<file path="src/rtl/screen_packet_sender_pkg.sv">
// Shared definitions for the screen-update frame sender: byte constants,
// frame-entry layout and the serialiser state encoding.
package screen_packet_sender_pkg;

  // Frame delimiter and the value sent in its place when it appears as data
  localparam logic [7:0] SYNC_BYTE  = 8'hFF;
  localparam logic [7:0] SUBST_BYTE = 8'hFE;

  // Request field widths
  localparam int POS_W   = 13;
  localparam int CHAR_W  = 8;
  localparam int COLOR_W = 8;
  localparam int ENTRY_W = POS_W + CHAR_W + COLOR_W;

  // Field offsets inside a queued entry {pos, char, color}
  localparam int COLOR_LSB = 0;
  localparam int CHAR_LSB  = COLOR_LSB + COLOR_W;
  localparam int POS_LSB   = CHAR_LSB + CHAR_W;

  // Serialiser states, one per frame byte plus idle
  typedef enum logic [2:0] {
    ST_IDLE,
    ST_SYNC,
    ST_POS_HI,
    ST_POS_LO,
    ST_CHAR,
    ST_COLOR
  } tx_state_e;

  // Data bytes must never look like a sync byte to the receiver
  function automatic logic [7:0] escape_byte(input logic [7:0] b);
    return (b == SYNC_BYTE) ? SUBST_BYTE : b;
  endfunction

endpackage

</file>
<file path="src/rtl/screen_packet_sender_req_fifo.sv">
// Small show-ahead request FIFO. Head entry is visible on rdata whenever
// the FIFO is not empty; pushes when full and pops when empty are dropped.
module screen_req_fifo
  import screen_packet_sender_pkg::*;
#(
  parameter int FIFO_AW = 3
) (
  input  logic               clock,
  input  logic               reset,
  input  logic               push,
  input  logic               pop,
  input  logic [ENTRY_W-1:0] wdata,
  output logic [ENTRY_W-1:0] rdata,
  output logic               full,
  output logic               empty,
  output logic [FIFO_AW:0]   level
);

  localparam int DEPTH = 1 << FIFO_AW;
  localparam logic [FIFO_AW:0]   FULL_CNT = DEPTH[FIFO_AW:0];
  localparam logic [FIFO_AW:0]   CNT_ONE  = {{FIFO_AW{1'b0}}, 1'b1};
  localparam logic [FIFO_AW-1:0] PTR_ONE  = {{(FIFO_AW-1){1'b0}}, 1'b1};

  logic [FIFO_AW-1:0] wr_ptr_reg;
  logic [FIFO_AW-1:0] rd_ptr_reg;
  logic [FIFO_AW:0]   count_reg;
  logic               push_ok;
  logic               pop_ok;

  // Flattened view of all storage entries for the head read mux
  logic [DEPTH-1:0][ENTRY_W-1:0] entries;

  assign full    = (count_reg == FULL_CNT);
  assign empty   = (count_reg == '0);
  assign level   = count_reg;
  // Space is judged on the registered count, so a same-cycle pop never
  // makes room for a push.
  assign push_ok = push && !full;
  assign pop_ok  = pop && !empty;
  assign rdata   = entries[rd_ptr_reg];

  genvar gi;
  generate
    for (gi = 0; gi < DEPTH; gi++) begin : g_entry
      logic [ENTRY_W-1:0] entry_reg;
      // Capture the pushed request into the slot the write pointer selects
      always_ff @(posedge clock) begin
        if (push_ok && (wr_ptr_reg == FIFO_AW'(gi))) begin
          entry_reg <= wdata;
        end
      end
      assign entries[gi] = entry_reg;
    end
  endgenerate

  // Pointer and occupancy bookkeeping; pointers wrap modulo depth
  always_ff @(posedge clock) begin
    if (reset) begin
      wr_ptr_reg <= '0;
      rd_ptr_reg <= '0;
      count_reg  <= '0;
    end else begin
      if (push_ok) wr_ptr_reg <= wr_ptr_reg + PTR_ONE;
      if (pop_ok)  rd_ptr_reg <= rd_ptr_reg + PTR_ONE;
      case ({push_ok, pop_ok})
        2'b10:   count_reg <= count_reg + CNT_ONE;
        2'b01:   count_reg <= count_reg - CNT_ONE;
        default: count_reg <= count_reg;
      endcase
    end
  end

endmodule

</file>
<file path="src/rtl/screen_packet_sender.sv">
// Host-side screen-update transmitter: queues cell writes and serialises
// each one as a 5-byte frame (sync, pos hi, pos lo, char, color) toward a
// byte-wide UART transmitter over a valid/ready handshake.
module screen_packet_sender
  import screen_packet_sender_pkg::*;
#(
  parameter int FIFO_AW = 3
) (
  input  logic               clock,
  input  logic               reset,
  input  logic               enable,
  input  logic               req_valid,
  output logic               req_ready,
  input  logic [POS_W-1:0]   req_pos,
  input  logic [CHAR_W-1:0]  req_char,
  input  logic [COLOR_W-1:0] req_color,
  output logic [7:0]         tx_data,
  output logic               tx_valid,
  input  logic               tx_ready,
  output logic [FIFO_AW:0]   level,
  output logic               subst_pulse
);

  logic               fifo_full;
  logic               fifo_empty;
  logic               fifo_push;
  logic               fifo_pop;
  logic [ENTRY_W-1:0] fifo_head;

  tx_state_e          state_reg;
  logic [ENTRY_W-1:0] frame_reg;
  logic [7:0]         tx_data_reg;
  logic               tx_valid_reg;
  logic               subst_pulse_reg;

  logic [POS_W-1:0]   frame_pos;
  logic [CHAR_W-1:0]  frame_char;
  logic [COLOR_W-1:0] frame_color;

  assign req_ready   = !fifo_full;
  assign fifo_push   = req_valid && req_ready;
  // A new frame only starts from idle with work queued and sending enabled
  assign fifo_pop    = (state_reg == ST_IDLE) && enable && !fifo_empty;

  assign frame_pos   = frame_reg[POS_LSB +: POS_W];
  assign frame_char  = frame_reg[CHAR_LSB +: CHAR_W];
  assign frame_color = frame_reg[COLOR_LSB +: COLOR_W];

  assign tx_data     = tx_data_reg;
  assign tx_valid    = tx_valid_reg;
  assign subst_pulse = subst_pulse_reg;

  screen_req_fifo #(
    .FIFO_AW(FIFO_AW)
  ) u_fifo (
    .clock (clock),
    .reset (reset),
    .push  (fifo_push),
    .pop   (fifo_pop),
    .wdata ({req_pos, req_char, req_color}),
    .rdata (fifo_head),
    .full  (fifo_full),
    .empty (fifo_empty),
    .level (level)
  );

  // Frame serialiser: each byte is held until the UART accepts it, then the
  // next one is loaded. Returning to idle always costs one cycle, so every
  // frame is re-announced with its own sync byte.
  always_ff @(posedge clock) begin
    if (reset) begin
      state_reg       <= ST_IDLE;
      frame_reg       <= '0;
      tx_data_reg     <= 8'h00;
      tx_valid_reg    <= 1'b0;
      subst_pulse_reg <= 1'b0;
    end else begin
      subst_pulse_reg <= 1'b0;
      case (state_reg)
        ST_IDLE: begin
          if (fifo_pop) begin
            frame_reg    <= fifo_head;
            tx_data_reg  <= SYNC_BYTE;
            tx_valid_reg <= 1'b1;
            state_reg    <= ST_SYNC;
          end
        end
        ST_SYNC: begin
          if (tx_ready) begin
            // Top bit forced low so a position byte can never equal sync
            tx_data_reg <= {1'b0, frame_pos[12:6]};
            state_reg   <= ST_POS_HI;
          end
        end
        ST_POS_HI: begin
          if (tx_ready) begin
            tx_data_reg <= {2'b00, frame_pos[5:0]};
            state_reg   <= ST_POS_LO;
          end
        end
        ST_POS_LO: begin
          if (tx_ready) begin
            tx_data_reg     <= escape_byte(frame_char);
            subst_pulse_reg <= (frame_char == SYNC_BYTE);
            state_reg       <= ST_CHAR;
          end
        end
        ST_CHAR: begin
          if (tx_ready) begin
            tx_data_reg     <= escape_byte(frame_color);
            subst_pulse_reg <= (frame_color == SYNC_BYTE);
            state_reg       <= ST_COLOR;
          end
        end
        ST_COLOR: begin
          if (tx_ready) begin
            tx_valid_reg <= 1'b0;
            state_reg    <= ST_IDLE;
          end
        end
        default: begin
          tx_valid_reg <= 1'b0;
          state_reg    <= ST_IDLE;
        end
      endcase
    end
  end

endmodule

</file>
<file path="config.mk">
export PLATFORM = sky130hd
export DESIGN_NAME = screen_packet_sender
export DESIGN_NICKNAME = d
export VERILOG_FILES = /design/src/rtl/screen_packet_sender_pkg.sv /design/src/rtl/screen_packet_sender_req_fifo.sv /design/src/rtl/screen_packet_sender.sv
export SDC_FILE = /design/constraint.sdc
export NUM_CORES = 1
export LEC_CHECK = 0
export CORE_ASPECT_RATIO = 1.75
export CORE_UTILIZATION = 55
export DETAILED_ROUTE_END_ITERATION = 6
export GPL_TIMING_DRIVEN = 0
export PLACE_DENSITY = 0.85
export SLEW_MARGIN = 40
export SYNTH_ARGS = -nofsm -noshare
export SYNTH_HDL_FRONTEND = slang
export SYNTH_SLANG_ARGS = --single-unit
</file>
<file path="constraint.sdc">
create_clock -name clock -period 3.6 [get_ports clock]
set_input_delay 0.72 -clock clock [delete_from_list [all_inputs] [get_ports clock]]
set_output_delay 0.72 -clock clock [all_outputs]
set_load 0.1 [all_outputs]
</file>
==> impl_metrics.py, run 1 <==
metrics = {
    "outcome": {
        "outcome": "finished clean",
    },
    "sta": {
        "slew_violations": 0,
        "setup_slack_ns": 0.459,
        "hold_viol_final": 0,
        "finalCriticalPeriod_ns": 3.14,
        "tightest_slew_ns": 0.833,
        "finClkSkew_ns": 0.00907,
        "fin_crit_sh_pct": 87.3,
        "rsz0062_at_grt": "no",
        "fmax_ghz": 0.318,
        "setup_viol": 0,
        "finalSetupTns_ns": 0,
        "slew_headroom_pct": 44.5,
    },
    "grt": {
        "grt_pass1_vias": 6433,
        "groute.usage.overall_pct": 24.7,
        "overflow": 0,
        "antenna_found_initial": 0,
        "grt_max_degree": 21,
        "grt_pass1_wl_um": 36700,
    },
    "setup_path": {
        "cp_max_fo": 10,
        "crit_slowest_cell": "or4_1",
        "path_delay_family": "buffers and inverters",
        "cp_data_arrival_time_ns": 3.59,
        "reg2reg_from": "state_reg[0]$_SDFFE_PP0P_",
        "critPathKind": "in2reg",
        "cpMostUsedCell": "a21oi_1",
        "worst-path-buf-inv": 3,
        "cp_data_required_time_ns": 4.04,
        "cp_cell_sequence": "clkdlybuf4s50_1 > o41a_1 > and2_4 > buf_6 > buf_2 > ha_1 > ha_1 > a21oi_1 > a21oi_1 > or4_1 > a21oi_1",
        "end_kind": "flop",
        "slowest_delay_ns": 0.47,
        "crit_start": "enable",
        "crit_path_start_kind": "input port",
    },
    "floorplanning": {
        "start_util_pct": 56.5,
        "rows": 67,
        "die_area_um2": 20400,
        "coreArea_um2": 19300,
        "die_h_um": 188,
        "num_io_pins": 49,
        "fp.dieW_um": 108,
    },
    "yosys": {
        "synth_edf_count": 232,
        "synthArstFlopShare_pct": 0,
        "ys.warnings.count": 0,
        "synth.avg_cell_area_um2": 17.7,
        "synth-main-ff-cell": "edfxtp_1",
        "synth_top_area_share_pct": 64.0,
        "synth_top_cell_by_area": "edfxtp_1",
        "syn_nets": 661,
        "synth_cell_types": 42,
        "synth_area_leaders": "edfxtp_1, mux4_2, dfxtp_1, nor2_1, o22ai_1",
        "synthesis.instances": 616,
        "ys_seq_area_share_pct": 73.5,
        "ys_ff_latch": 284,
        "synth_area_um2": 10900,
    },
    "cts": {
        "clk_latency_ns": 0.52,
        "htreeDepth": 1,
        "cts_resized": 0,
        "path_clk_slew_ns": 0.07,
        "cts_buffer_depth": 3,
        "hold_buffers": 0,
        "root_buffer": "clkbuf_16",
        "cts_buffers": 24,
        "cts_tree": "yes",
        "cts_setup_buffers": 0,
        "cts_sinks": 284,
    },
    "finish": {
        "fin_util_pct": 65.4,
        "num_antenna_cells": 0,
        "nNetsFinal": 741,
        "largest_register_ffs": 232,
        "multi_input_area_um2": 2680,
        "fill_cells": 1246,
        "fin_area_um2": 12600,
        "drive_above_1_share_pct": 20.9,
        "seqCellArea_um2": 8010,
        "area_delta_synth_final_pct": 15.7,
    },
    "pwr": {
        "power_w": 0.00946,
        "power.switching_w": 0.00305,
        "power.leakage_nw": 4.10,
        "ir_drop_mv": 0.739,
        "power.density_nw_per_um2": 751,
        "switching_share_pct": 32.2,
        "seqPwrFrac_pct": 44.0,
        "p_clk_share_pct": 27.3,
        "combPwrFrac_pct": 28.7,
        "power.internal_w": 0.00641,
    },
    "routing": {
        "wl_per_cell_um": 25.0,
        "postRouteWirelength_um": 23800,
        "wl_met3_um": 1480,
        "detail_route.iter0.violations": 466,
        "routed.top_layer": "met4",
        "vias_per_cell": 6.35,
        "wl_met1_um": 8500,
        "drt-pass1-iter-count": 5,
        "wl_met2_um": 12800,
        "drc": 0,
        "vias": 6057,
        "ant_nets": 0,
    },
    "place": {
        "preCtsSetupSlack_ns": -0.00503,
        "place_area_um2": 11800,
        "portBuffers": 46,
        "routabilityCongestion": 0.939,
        "dp_hpwl_um": 15400,
    },
    "job": {
        "max-cap-violations": 0,
    },
    "hold_path": {
        "hold_start": "frame_reg[19]$_SDFFE_PP0P_",
        "min_path_type": "reg2reg",
    },
}
layer usage:
metal	track usage, %	vias up
li1	-	2599
met1	29.5	3101
met2	43.2	276
met3	3.86	81
met4	11.7	0
met5	0	-
cells in the final DEF, fill, tap and decap left out, types with 5 or more instances in the layout:
master             n
inv_1              9
nand3_1            6
clkbuf_16         24
mux2i_1            7
nand2_1            5
o221a_1            5
nor2_1            62
nand2b_1           5
nor3_1            34
o22ai_1           31
edfxtp_1         232
dfxtp_1           51
clkbuf_1          21
mux4_2            58
buf_2             30
buf_16             8
clkdlybuf4s50_1   31
ha_1              10
a21oi_1           17
and3_2             8
layout make-up:
class	count	share of cell area [%]
repair buffers	54	4.81
inverters	9	0.268
multi-input cells	285	21.2
clock buffers	28	4.96
well taps	241	2.39
flip-flops and latches	284	63.6
plain buffers	38	1.46
clock inverters	15	1.31
worst reg2reg max path, cell delays in order, from the launching register on:
cell and delay, ns:
dfxtp_1 0.30, clkbuf_1 0.20, nor3_1 0.46, and2_4 0.22, buf_6 0.15, buf_2 0.24
ha_1 0.23, ha_1 0.27, a21oi_1 0.23, a21oi_1 0.12, or4_1 0.47, a21oi_1 0.15
final timing paths:
path / endpoint / slack [ns] / cells past startpoint
worst max-delay path: u_fifo.level[3]$_SDFFE_PP0P_ / 0.46 / 11
worst max register to register: u_fifo.level[3]$_SDFFE_PP0P_ / 0.48 / 11
worst min-delay path: frame_reg[19]$_SDFFE_PP0P_ / 0.51 / 2
worst min register to register: frame_reg[19]$_SDFFE_PP0P_ / 0.51 / 2
synthesized netlist by cell type (9+ instances only):
cell type / instances
and3_1: 9
inv_1: 9
dfxtp_1: 52
edfxtp_1: 232
ha_1: 10
mux4_2: 58
clkbuf_1: 18
nor2_1: 62
nor3_1: 34
o22ai_1: 31
buf_2: 15
a21oi_1: 17
kinds of logic after synthesis:
family,count (synthesis),synth area share (%)
flip-flops,284,73.5
XOR/XNOR,6,0.483
AND/OR/NAND/NOR,136,6.01
buffers and inverters,47,2.00
adder cells (fa/ha/maj),11,1.33
multiplexers,65,12.6
AO/OA/AOI/OAI,67,4.02
metrics by stage:
stage | hold WS [ns] | cells
finish | 0.510 | 954
global route | 0.531 | 954
CTS | 0.509 | 954
detailed placement | 0.496 | 911
global placement | 0.480 | 903
floorplan | 0.465 | 616
power groups by stage:
stage	logic [W]	registers [W]	clock network [W]
4_1_cts	0.00272	0.00416	0.00261
3_3_place_gp	0.00259	0.00420	0
5_1_grt	0.00289	0.00420	0.00274
3_5_place_dp	0.00269	0.00422	0
6_report	0.00272	0.00417	0.00258
2_1_floorplan	0.00155	0.00464	0
Note: power is estimated with default switching activity, not from simulation.
==> run 2: changes to the inputs <==
--- a/config.mk
+++ b/config.mk
@@ -7,8 +7,9 @@
 export LEC_CHECK = 0
 export CORE_ASPECT_RATIO = 1.75
 export CORE_UTILIZATION = 55
+export CTS_CLUSTER_SIZE = 30
 export DETAILED_ROUTE_END_ITERATION = 6
-export GPL_TIMING_DRIVEN = 0
+export GPL_TIMING_DRIVEN = 1
 export PLACE_DENSITY = 0.85
 export SLEW_MARGIN = 40
 export SYNTH_ARGS = -nofsm -noshare
==> impl_metrics.py, run 2 (synthesis gave the netlist of run 1 again) <==
metrics = {
    "floorplanning": {
        "fp.dieW_um": 108,
        "coreArea_um2": 19300,
        "die_h_um": 188,
        "start_util_pct": 56.5,
        "die_area_um2": 20400,
        "num_io_pins": 49,
        "rows": 67,
    },
    "cts": {
        "cts_resized": 0,
        "root_buffer": "clkbuf_16",
        "cts_tree": "yes",
        "cts_buffer_depth": 3,
        "hold_buffers": 0,
        "cts_setup_buffers": 0,
        "htreeDepth": 1,
        "path_clk_slew_ns": 0.06,
        "cts_sinks": 284,
        "clk_latency_ns": 0.51,
        "cts_buffers": 24,
    },
    "grt": {
        "grt_max_degree": 53,
        "antenna_found_initial": 1,
        "grt_pass1_wl_um": 34300,
        "groute.usage.overall_pct": 22.9,
        "use_met2_pct": 40.5,
        "overflow": 0,
        "grt_busiest_layer": "met2",
        "grt_pass1_vias": 6162,
        "met1_usage_pct": 26.4,
        "use_met3_pct": 3.16,
    },
    "pwr": {
        "power.density_nw_per_um2": 744,
        "power.switching_w": 0.00291,
        "combPwrFrac_pct": 27.0,
        "power.leakage_nw": 4.00,
        "p_clk_share_pct": 26.4,
        "switching_share_pct": 31.8,
        "seqPwrFrac_pct": 46.6,
        "power.internal_w": 0.00625,
        "ir_drop_mv": 0.752,
    },
    "job": {
        "max-cap-violations": 0,
    },
    "outcome": {
        "outcome": "finished clean",
    },
    "finish": {
        "area_delta_synth_final_pct": 13.2,
        "fin_area_um2": 12300,
        "final_common_cell": "edfxtp_1",
        "drive_above_1_share_pct": 18.5,
        "mostFrequentLayoutCells": "edfxtp_1, nor2_1, mux4_2",
        "largest_register_ffs": 232,
        "nNetsFinal": 718,
    },
    "routing": {
        "detail_route.iter0.violations": 379,
        "wl_per_cell_um": 23.6,
        "postRouteWirelength_um": 22000,
        "vias_per_cell": 6.20,
        "vias": 5788,
        "drc": 0,
        "drt-pass1-iter-count": 4,
        "ant_nets": 0,
    },
    "hold_path": {
        "min_path_type": "reg2reg",
    },
    "sta": {
        "finalCriticalPeriod_ns": 2.92,
        "finClkSkew_ns": 0.00960,
        "finalSetupTns_ns": 0,
        "setup_viol": 0,
        "slew_headroom_pct": 47.2,
        "slew_violations": 0,
        "tightest_slew_ns": 0.792,
        "fmax_ghz": 0.343,
        "rsz0062_at_grt": "no",
        "hold_viol_final": 0,
        "fin_crit_sh_pct": 81.1,
    },
    "setup_path": {
        "end_kind": "flop",
        "cp_max_fo": 11,
        "crit_path_start_kind": "flop",
        "cp_data_arrival_time_ns": 3.36,
        "critPathKind": "reg2reg",
        "cp_data_required_time_ns": 4.04,
    },
    "place": {
        "routabilityCongestion": 0.857,
        "dp_hpwl_um": 13800,
        "portBuffers": 48,
        "place_area_um2": 11600,
    },
}
## run 2: changes by cell type in the layout (fill, tap and decap cells not counted), sizes merged
cell,change
clkinv,+1
buf,-6
clkinvlp,-5
clkdlybuf4s50,+1
diode,+1
bufinv,-2
clkbuf,-11
## run 2: path summary, 6_finish.rpt
kind	startpoint	end	slack, ns	cells past startpoint
max	u_fifo.level[0]$_SDFFE_PP0P_	u_fifo.level[3]$_SDFFE_PP0P_	0.68	9
min	frame_reg[21]$_SDFFE_PP0P_	frame_reg[21]$_SDFFE_PP0P_	0.49	2
max reg2reg	u_fifo.level[0]$_SDFFE_PP0P_	u_fifo.level[3]$_SDFFE_PP0P_	0.68	9
min reg2reg	frame_reg[21]$_SDFFE_PP0P_	frame_reg[21]$_SDFFE_PP0P_	0.49	2
## run 2: metrics by stage
step | setup slack, ns | hold slack [ns] | instances | total power [W] | util (%)
2_1_floorplan | 0.000319 | 0.465 | 616 | 0.00618 | -
5_1_grt | 0.548 | 0.511 | 933 | 0.00954 | 64.0
3_5_place_dp | 0.387 | 0.480 | 888 | 0.00681 | 60.2
4_1_cts | 0.735 | 0.493 | 932 | 0.00922 | 63.9
3_3_place_gp | 0.473 | 0.484 | 888 | 0.00676 | 60.5
6_report | 0.682 | 0.493 | 933 | 0.00917 | 64.0
## run 2: layer usage
layer / routed length, µm / share of wire [%]
met1: 7860 / 36
met4: 1050 / 4.7
met2: 12000 / 55
met5: 0 / 0
met3: 1100 / 5.0
## run 2: power by group through the flow
stage          combinational [W]  sequential (W)  clock [W]
2_1_floorplan            0.00155         0.00464          0
3_3_place_gp             0.00245         0.00432          0
3_5_place_dp             0.00246         0.00435          0
4_1_cts                  0.00249         0.00428    0.00245
5_1_grt                  0.00265         0.00432    0.00258
6_report                 0.00248         0.00427    0.00242
## run 2: cell type report
cell class	count	area [µm²]
Fill cell	1250	6950
Tap cell	241	302
Clock buffer	35	663
Multi-Input combinational cell	285	2670
Inverter	9	33.8
Antenna cell	1	2.50
Timing Repair Buffer	69	588
Sequential cell	284	8010
Clock inverter	9	62.6
## run 2: critical path, stage by stage, from the launching register on
cell and delay, ns:
dfxtp_1 0.36, or4b_1 0.60, and2_1 0.30, inv_1 0.11, ha_1 0.22, ha_1 0.29
a21oi_1 0.20, a21oi_1 0.12, or4_1 0.48, a21oi_1 0.15
